===== src/rtl/debug_unit.sv =====
// Host-side debug controller: decodes UART command bytes, gates the
// processor clock-enable for run / single-step / halt, and streams a
// snapshot of the debug bus out through the UART TX FIFO, MSB byte first.
module debug_unit #(
  parameter int         DBG_WIDTH = 10,
  parameter logic [7:0] CMD_RUN   = 8'h63,
  parameter logic [7:0] CMD_STEP  = 8'h73,
  parameter logic [7:0] CMD_DUMP  = 8'h64,
  parameter logic [7:0] CMD_HALT  = 8'h68
) (
  input  logic                 clock,
  input  logic                 reset,
  input  logic [DBG_WIDTH-1:0] debug_signal,
  input  logic [7:0]           r_data,
  input  logic                 rx_empty,
  output logic                 rd,
  input  logic                 tx_full,
  output logic [7:0]           w_data,
  output logic                 wr,
  output logic                 enable,
  output logic                 busy
);

  localparam int N_BYTES = (DBG_WIDTH + 7) / 8;
  localparam int PAD     = N_BYTES * 8 - DBG_WIDTH;
  localparam int SH_W    = N_BYTES * 8;
  localparam int CNT_W   = $clog2(N_BYTES + 1);

  typedef enum logic [2:0] {
    IDLE = 3'd0,
    RUN  = 3'd1,
    STEP = 3'd2,
    SNAP = 3'd3,
    SEND = 3'd4
  } state_t;

  state_t             state_reg, state_next;
  logic [SH_W-1:0]    shreg_reg, shreg_next;
  logic [CNT_W-1:0]   cnt_reg, cnt_next;
  logic               enable_reg;

  // State, shift register, byte counter and the registered clock-enable.
  // enable follows the state being entered, so it is high exactly during
  // RUN and STEP cycles and drops on the cycle after HALT is popped.
  always_ff @(posedge clock) begin
    if (reset) begin
      state_reg  <= IDLE;
      shreg_reg  <= '0;
      cnt_reg    <= '0;
      enable_reg <= 1'b0;
    end else begin
      state_reg  <= state_next;
      shreg_reg  <= shreg_next;
      cnt_reg    <= cnt_next;
      enable_reg <= (state_next == RUN) || (state_next == STEP);
    end
  end

  // Next-state and FIFO strobes; strobes are suppressed while reset is high
  // so a reset mid-dump never pushes another byte.
  always_comb begin
    state_next = state_reg;
    shreg_next = shreg_reg;
    cnt_next   = cnt_reg;
    rd         = 1'b0;
    wr         = 1'b0;
    w_data     = shreg_reg[SH_W-1 -: 8];
    if (!reset) begin
      case (state_reg)
        IDLE: begin
          rd = !rx_empty;
          if (!rx_empty) begin
            if (r_data == CMD_RUN)       state_next = RUN;
            else if (r_data == CMD_STEP) state_next = STEP;
            else if (r_data == CMD_DUMP) state_next = SNAP;
          end
        end
        RUN: begin
          rd = !rx_empty;
          if (!rx_empty && (r_data == CMD_HALT)) state_next = SNAP;
        end
        STEP: begin
          state_next = SNAP;
        end
        SNAP: begin
          // Zero padding sits at the LSB end so the MSB byte goes out first.
          shreg_next = SH_W'(debug_signal) << PAD;
          cnt_next   = CNT_W'(N_BYTES);
          state_next = SEND;
        end
        SEND: begin
          wr = !tx_full;
          if (!tx_full) begin
            shreg_next = shreg_reg << 8;
            cnt_next   = cnt_reg - CNT_W'(1);
            if (cnt_reg == CNT_W'(1)) state_next = IDLE;
          end
        end
        default: state_next = IDLE;
      endcase
    end
  end

  assign enable = enable_reg;
  assign busy   = !reset && (state_reg != IDLE);

endmodule


===== config.mk =====
export PLATFORM = sky130hd
export DESIGN_NAME = debug_unit
export DESIGN_NICKNAME = d
export VERILOG_FILES = /design/src/rtl/debug_unit.sv
export SDC_FILE = /design/constraint.sdc
export NUM_CORES = 1
export LEC_CHECK = 0
export BUFFER_PORTS_ARGS = -buffer_cell sky130_fd_sc_hd__buf_2
export CORE_MARGIN = 10
export CORE_UTILIZATION = 41
export CTS_CLUSTER_DIAMETER = 30
export CTS_CLUSTER_SIZE = 30
export DETAILED_ROUTE_END_ITERATION = 16
export PLACE_DENSITY = 0.83
export SLEW_MARGIN = 40
export SYNTH_ARGS = -nofsm -noshare
export SYNTH_HDL_FRONTEND = slang
export SYNTH_SLANG_ARGS = --single-unit

===== constraint.sdc =====
create_clock -name clock -period 1.75 [get_ports clock]
set_input_delay 0.35 -clock clock [delete_from_list [all_inputs] [get_ports clock]]
set_output_delay 0.35 -clock clock [all_outputs]
set_load 0.005 [all_outputs]

### Word level (Yosys, flattened, before mapping)

Index checks and enable logic that the tools add are counted.
W data, S select, Z words.

* add/subtract/negate cells: 1
* multipliers: 0
* div/mod/pow operators: 0
* order comparisons: 0
* equal/unequal tests: 12
* shift operators: 0
* muxes and demuxes: 17
* bitwise gates (word level): 0
* reductions and logical operators: 11

Operators with widths (count)
* $eq A8 B7 Y1 const B: 4
* $pmux W16 S2: 1
* $mux W3: 8
* $mux W16: 1
* $pmux W3 S5: 1
* $eq A3 B2 Y1 const B: 3
* $eq A3 B1 Y1 const B: 2
* $mux W1: 4
* $pmux W2 S2: 1
* $eq A3 B3 Y1 const B: 1
* $logic_not A1 Y1: 3
* $logic_not A3 Y1: 1
* $reduce_bool A3 Y1: 1
* $eq A2 B1 Y1 const B: 1
* $logic_and A1 B1 Y1: 2
* $mux W2: 1
* $ne A2 B2 Y1 const B: 1
* $reduce_and A2 Y1: 1
* $reduce_bool A2 Y1: 1
* $reduce_or A2 Y1: 1
* $sub A2 B1 Y2 const B: 1
* $logic_or A1 B1 Y1: 1

* flip-flop bits (word level): 22
* latch bits: 0
* bits in writable memories: 0
* ROM bits: 0
* input port bits: 22
* output and inout port bits: 12
* logic and storage cells: 45
* memories: 0

### Longest topological paths before layout

Gate-level depths: netlist (run 1).

* word-level depth: 9
* depth in mapped cells: 7
* gate-level depth less buffers: 5

### Least setup slack after synthesis (run 1)

Ideal clock, no wire load.

* path kind: input to register
* from: in r_data[7]
* to: reg enable_reg, in the netlist enable
* setup time: 121 ps
* arrival: 1699 ps
* required time: 1629 ps
* slack: -70 ps
* stages on the path: 4
* buffers on the path: 0
* cells stage by stage: or4bb_1 > a2111oi_2 > a311o_2 > mux2_4

* cells in the longest elaborated chain, start to end: 9
* elaborated cells on any way between the ends: 15
* classes of those cells: 6 x eq/ne; 7 x mux; 2 x reduce/logical

RTL lines
* start: declaration: RTL line 14 `input logic [7:0] r_data,`
* $eq A8 B7 Y1: RTL line 75 `else if (r_data == CMD_DUMP) state_next = SNAP;`
* $mux W3: RTL line 75
* $mux W3: RTL line 74 `else if (r_data == CMD_STEP) state_next = STEP;`
* $mux W3: RTL line 73 `if (r_data == CMD_RUN) state_next = RUN;`
* $mux W3: RTL line 72 `if (!rx_empty) begin`
* $pmux W3 S5 (*): RTL line 69 `case (state_reg)`
* $mux W3 (*): RTL line 68 `if (!reset) begin`
* $eq A3 B1 Y1 / $eq A3 B2 Y1 (equally long branches): RTL line 55 `enable_reg <= (state_next == RUN) || (state_next == STEP);`
* $logic_or A1 B1 Y1 (*): RTL line 55
* end signal: assignment: RTL line 55
* end: declaration: RTL line 40 `logic enable_reg;`

Mark *: on every way between the ends. The rest lies on a longest branch, timed or not.
A chain may end at the register's enable or synchronous reset.

### Worst setup path in the final report (run 1)

* from: reg state_reg[2]
* to: out wr

* cells in the longest elaborated chain, start to end: 3

RTL lines
* start: declaration: RTL line 37 `state_t state_reg, state_next;`
* start signal: assignment: RTL line 52 `state_reg <= state_next;`
* $eq A3 B3 Y1: RTL line 69
* $mux W1: RTL line 69
* $mux W1: RTL line 68
* end: declaration: RTL line 19 `output logic wr,`

Every way passes these cells.

==> results.md, run 1 <==
* Hold Path End: shreg_reg[11]
* Vias in the first global route at 824
* Fin cells at 150
* First-pass GRT wire length at 3550 um
* ANT cells at 0
* Crit start category: flop
* Total power per unit cell area at ~620 nW/um2
* Port Buf Inserts at 33
* Hold depth at 3
* Final setup TNS at 0 ns
* Core area at 1920 um2
* Share of layout cells above drive strength 1 at a little under half
* Met3 Use GR at 4.30%
* Die ar. at approximately 4200 um2
* Post-Syn Instances at 90
* Synth unique cells at 30
* CP Capture Type: primary output
* Req. time, crit path at 1.40 ns
* Main synth FF type: dfxtp_1
* GP Congestion at 0.745
* Mapped Nets at 113
* Period utilization at 95.9%
* Fmax at between 500 and 600 MHz
* Synth top area share at 39.2%
* Worst clock skew at 0.00204 ns
* Worst slew pin tran at 0.598 ns
* Post-synthesis register bit count at 16
* DP Wirelength at 1630 um
* Max reg flops at 10
* Fin crit period at ~1.7 ns
* GRT busiest layer: met2
* Largest net degree at the start of global routing at 18
* Hold Path Origin: debug_signal[5]
* WL/cell at between 10 and 15 um
* Max-capacitance violation count at 0
* Cts hold-fix bufs at 0
* DRT Pass-1 Iters at 4
* Netlist Area Pre-Place at around 800 um2
* Synth area leader: dfxtp_1
* VDD IR max at 0.508 mV
* DR iter-0 viols at 26
* Pins Over Slew Limit at 0
* H-tree levels at 1
* Setup WS pre-CTS at -0.191 ns
* CP arrival at ~1.3 ns
* Routed WL at 2090 um
* Placement Rows at 16
* Grt ovf at 0
* Max-slew headroom at 60.0%
* Synth Warn # at 0
* Die Span Y at 64.6 um
* Drt via density at 5.15
* Fill cells at 182
* WS Path Type: flop to primary output
* LEAKAGE at 0.000478 uW
* Placed cells at 144
* Clk root buf: clkbuf_4
* R2R cell count at 5
* Setup WS post-layout at a little over 0.07 ns
* Met2 global-route usage at 16.6%
* Post-synthesis to final-layout area growth at 30.8%
* FF-to-FF setup slack at 0.14 ns
* Status: complete, no violations
* Async S/R FF share, synth at 0%
* GRT Total Usage at just over 10%
* Top cells by area, synth: dfxtp_1 39%, nor2_1 7.8%, a22oi_1 7.4%
* Number of CTS-inserted buffers at 3
* Starting Density at 42.5%
* Worst-path maximum fanout at 6
* Register area share after synthesis at between 30% and 40%
* TritonCTS Sinks at 16
* R2R Path Start: state_reg[2]
* TritonCTS clock tree: yes
* Die Span X at about 65 um
* Post-synth EDFFs at 0
* Met1 Use GR at 11.6%
* Total power at 664 uW
* Post-layout nets at 147
* Initial antenna violation count at 0
* Clk pin slew, worst setup/hold paths at 0.09 ns
* Final hold vios at 0
* Vias at 772
* Final ANT Viol Nets at 0
* Avg Cell Area, Syn at 9.08 um2
* Critical R2R Capture: cnt_reg[0]
* Clock Latency Late Sink at approximately 0.28 ns
* HP Class: primary input to flop
* Ports at 34
* DRC viols at 0
* Worst-case clock buffer depth at 2
* Final Setup Violations at 0
where the power goes:
group          leakage (uW)  internal (uW)  switching (uW)
Clock             0.0000210            127             112
Combinational      0.000327           33.3            28.8
Sequential         0.000130            363           0.566
final cells by class:
type	instances	area [um2]	share of cell area, %
multi-input cells	58	425	39.8
flip-flops and latches	16	325	30.4
repair buffers	43	240	22.5
clock buffers	4	36.3	3.40
well taps	27	33.8	3.16
inverters	2	7.51	0.703
metrics by stage:
| step | hold WS [ns] | util (%) | cell area [um2] |
|---|---|---|---|
| 6_report | 0.315 | 55.6 | 1070 |
| 5_1_grt | 0.329 | 55.6 | 1070 |
| 4_1_cts | 0.315 | 54.4 | 1040 |
| 3_5_place_dp | 0.476 | 52.3 | 1000 |
| 3_3_place_gp | 0.457 | 52.3 | 1000 |
| 2_1_floorplan | 0.444 | - | 833 |
how the worst max path moves through the flow:
stage	slack (ns)	from	endpoint	cells after the start
2_1_floorplan	-0.03	r_data[7]	enable	4
3_3_place_gp	-0.14	r_data[1]	enable	5
3_5_place_dp	-0.19	r_data[1]	enable	5
4_1_cts	0.02	state_reg[2]	wr	3
5_1_grt	-0.0009	state_reg[0]	wr	3
6_report	0.07	state_reg[2]	wr	3
metal layers:
| layer | share of wire, % | up-vias |
|---|---|---|
| met5 | 0 | - |
| met4 | 0.38 | 0 |
| met3 | 8.8 | 2 |
| met2 | 47 | 35 |
| met1 | 44 | 347 |
| li1 | - | 388 |
critical path, cell delays in order (launching register included):
cell	delay [ns]
dfxtp_4	0.38
or3b_4	0.42
nor3_2	0.11
buf_2	0.14
cells in the mapped netlist (all sizes together), types with 2 or more instances:
master	instances
nand3b	2
clkbuf	2
buf	12
a211oi	4
a21oi	2
nor2	17
dfxtp	16
a2111oi	2
nor3	4
a22oi	8
or3b	2
inv	2
mux2i	2
logic make-up (layout without fill, tap and decap cells):
family	count (synthesis)	count (layout)	synth area share (%)
mux	3	3	4.29
buf+inv	16	49	11.6
fa+ha+maj	1	1	1.53
simple gates	34	34	23.4
flops	16	16	39.2
compound gates	20	20	19.9
repair_timing:
item                                    in CTS  in global routing
endpoints found under the setup margin       1                  1
gates resized for setup                      2                  3
buffers inserted                             0                  2
pin swaps                                    0                  1
cells in the final DEF (no fill, tap or decap), types with 2 or more instances in the layout:
| cell | n |
|---|---|
| buf_2 | 33 |
| nor2_1 | 17 |
| dfxtp_1 | 14 |
| buf_4 | 10 |
| a22oi_1 | 8 |
| a211oi_1 | 4 |
| nor3_1 | 3 |
| clkbuf_4 | 3 |
| inv_1 | 2 |
| nand3b_1 | 2 |
| a21oi_1 | 2 |
| mux2i_1 | 2 |
(Power assumes the default switching activity.)
==> inputs of run 2 (changes only) <==
BUFFER_PORTS_ARGS = -buffer_cell sky130_fd_sc_hd__buf_4   (was -buffer_cell sky130_fd_sc_hd__buf_2)
==> results.md, run 2 (synthesized netlist as in run 1, its figures left out) <==
* Initial antenna violation count at 0 (unchanged)
* Final ANT Viol Nets at 0 (unchanged)
* Drt via density at 5.07 (-1.6%)
* Worst-path maximum fanout at 7 (+1)
* Fin area at 1150 um2 (+7.7%)
* Routed WL at 2160 um (+3.1%)
* First-pass GRT wire length at 3570 um (+0.59%)
* Placement Rows at 16 (unchanged)
* DP Wirelength at 1660 um (+1.4%)
* Fmax at 583 MHz (-2.2%)
* Largest net degree at the start of global routing at 18 (unchanged)
* Status: complete, no violations
* Crit start category: flop
* Die Span Y at 64.6 um (unchanged)
* DRT Pass-1 Iters at 4 (unchanged)
* Req. time, crit path at 1.40 ns (about the same)
* Port Buf Inserts at 33 (unchanged)
* Max reg flops at 10 (unchanged)
* VDD IR max at 0.580 mV (+14%)
* Vias at 760 (-1.6%)
* CP Capture Type: primary output
* Total power per unit cell area at 594 nW/um2 (-4.4%)
* Max-capacitance violation count at 0 (unchanged)
* DR iter-0 viols at 9 (-65%)
* Fill cells at 175 (-3.8%)
* Clock Latency Late Sink at 0.29 ns (about the same)
* Period utilization at 98.1% (+2.1 points)
* Setup WS post-layout at 0.0340 ns (-0.0376 ns)
* Placed cells at 145 (+0.69%)
* TritonCTS Sinks at 16 (unchanged)
* Ports at 34 (unchanged)
* DRC viols at 0 (unchanged)
* TritonCTS clock tree: yes
* Starting Density at 42.5% (unchanged)
* Die Span X at 64.6 um (unchanged)
* Worst clock skew at 0.00327 ns (+0.00122 ns)
* WL/cell at 14.4 um (+3.1%)
* Final hold vios at 0 (unchanged)
* Setup WS pre-CTS at -0.205 ns (-0.0144 ns)
* Dpl cell area at 1090 um2 (+9.0%)
* Commonest non-fill, non-tap cell in the layout: buf_4
* GP Congestion at 0.753 (+1.1%)
* Fin cells at 150 (unchanged)
* Most frequent cells in the layout: 43 x buf_4, 17 x nor2_1, 14 x dfxtp_1, 8 x a22oi_1, 4 x a211oi_1
* Clk pin slew, worst setup/hold paths at 0.09 ns (about the same)
* GRT Total Usage at 10.5% (+0.38 points)
* Post-layout nets at 147 (unchanged)
* Grt ovf at 0 (unchanged)
* ANT cells at 0 (unchanged)
* Post-synthesis to final-layout area growth at 40.9%
* WS Path Type: flop to primary output
* Die ar. at 4180 um2 (unchanged)
* Final setup TNS at 0 ns (unchanged)
* Final Setup Violations at 0 (unchanged)
* HP Class: primary input to flop
* Clk root buf: clkbuf_4
* Fin crit period at 1.72 ns (+0.0376 ns)
* R2R cell count at 4 (-1)
* Share of layout cells above drive strength 1 at 48.0% (unchanged)
* Max-slew headroom at 74.1% (+14 points)
* Number of CTS-inserted buffers at 3 (unchanged)
* Cts hold-fix bufs at 0 (unchanged)
* LEAKAGE at 0.000497 uW (+3.8%)
* Core area at 1920 um2 (unchanged)
* Worst-case clock buffer depth at 2 (unchanged)
* Hold depth at 3 (unchanged)
* Pins Over Slew Limit at 0 (unchanged)
* CP arrival at 1.37 ns (+0.04 ns)
* RSZ-0062 raised after global routing: true
* Worst slew pin tran at 0.387 ns (-0.211 ns)
* H-tree levels at 1 (unchanged)
* Vias in the first global route at 788 (-4.4%)
-- run 2: cell counts in the layout (fill, tap and decap cells not counted) --
Identical to the previous run, type by type.
-- run 2: final timing paths --
check	from	to	slack [ns]
setup reg to reg	state_reg[2]	cnt_reg[1]	0.17
hold / removal	debug_signal[5]	shreg_reg[11]	0.31
setup / recovery	state_reg[2]	wr	0.03
hold reg to reg	shreg_reg[14]	shreg_reg[14]	0.50
-- run 2: where the power goes --
group | switching, uW | internal [uW]
Clock | 118 | 127
Combinational | 28.0 | 47.3
Sequential | 0.569 | 363
Total | 147 | 537
-- run 2: worst max-delay path, stage by stage (launching register included) --
cell     delay [ns]
dfxtp_4        0.38
or3b_4         0.42
nor3_2         0.14
buf_4          0.14
-- run 2: repair_timing --
item / in CTS / in global routing
endpoints found under the setup margin: 1 / 1
gates resized for setup: 5 / 0
setup buffers: 0 / 1
-- run 2: metrics by stage --
step / hold WS, ns / total power (uW) / utilization [%]
floorplan: 0.444 / 393 / -
global placement: 0.458 / 446 / 57.0
detailed placement: 0.470 / 449 / 57.0
CTS: 0.306 / 686 / 59.5
global route: 0.310 / 703 / 59.9
finish: 0.306 / 683 / 59.9
-- run 2: area by class of cell --
class / count / area, um2 / share of cell area [%]
Sequential cell: 16 / 325 / 28.3
Inverter: 2 / 7.51 / 0.652
Timing Repair Buffer: 43 / 323 / 28.0
Clock buffer: 4 / 36.3 / 3.15
Multi-Input combinational cell: 58 / 425 / 37.0
Tap cell: 27 / 33.8 / 2.93
-- run 2: layer usage --
layer,routed length [um],vias to the layer above,track usage [%]
met4,17,0,4.81
met1,927,345,11.1
met3,201,2,4.47
met5,0,-,0
met2,1010,27,17.7
li1,-,386,-
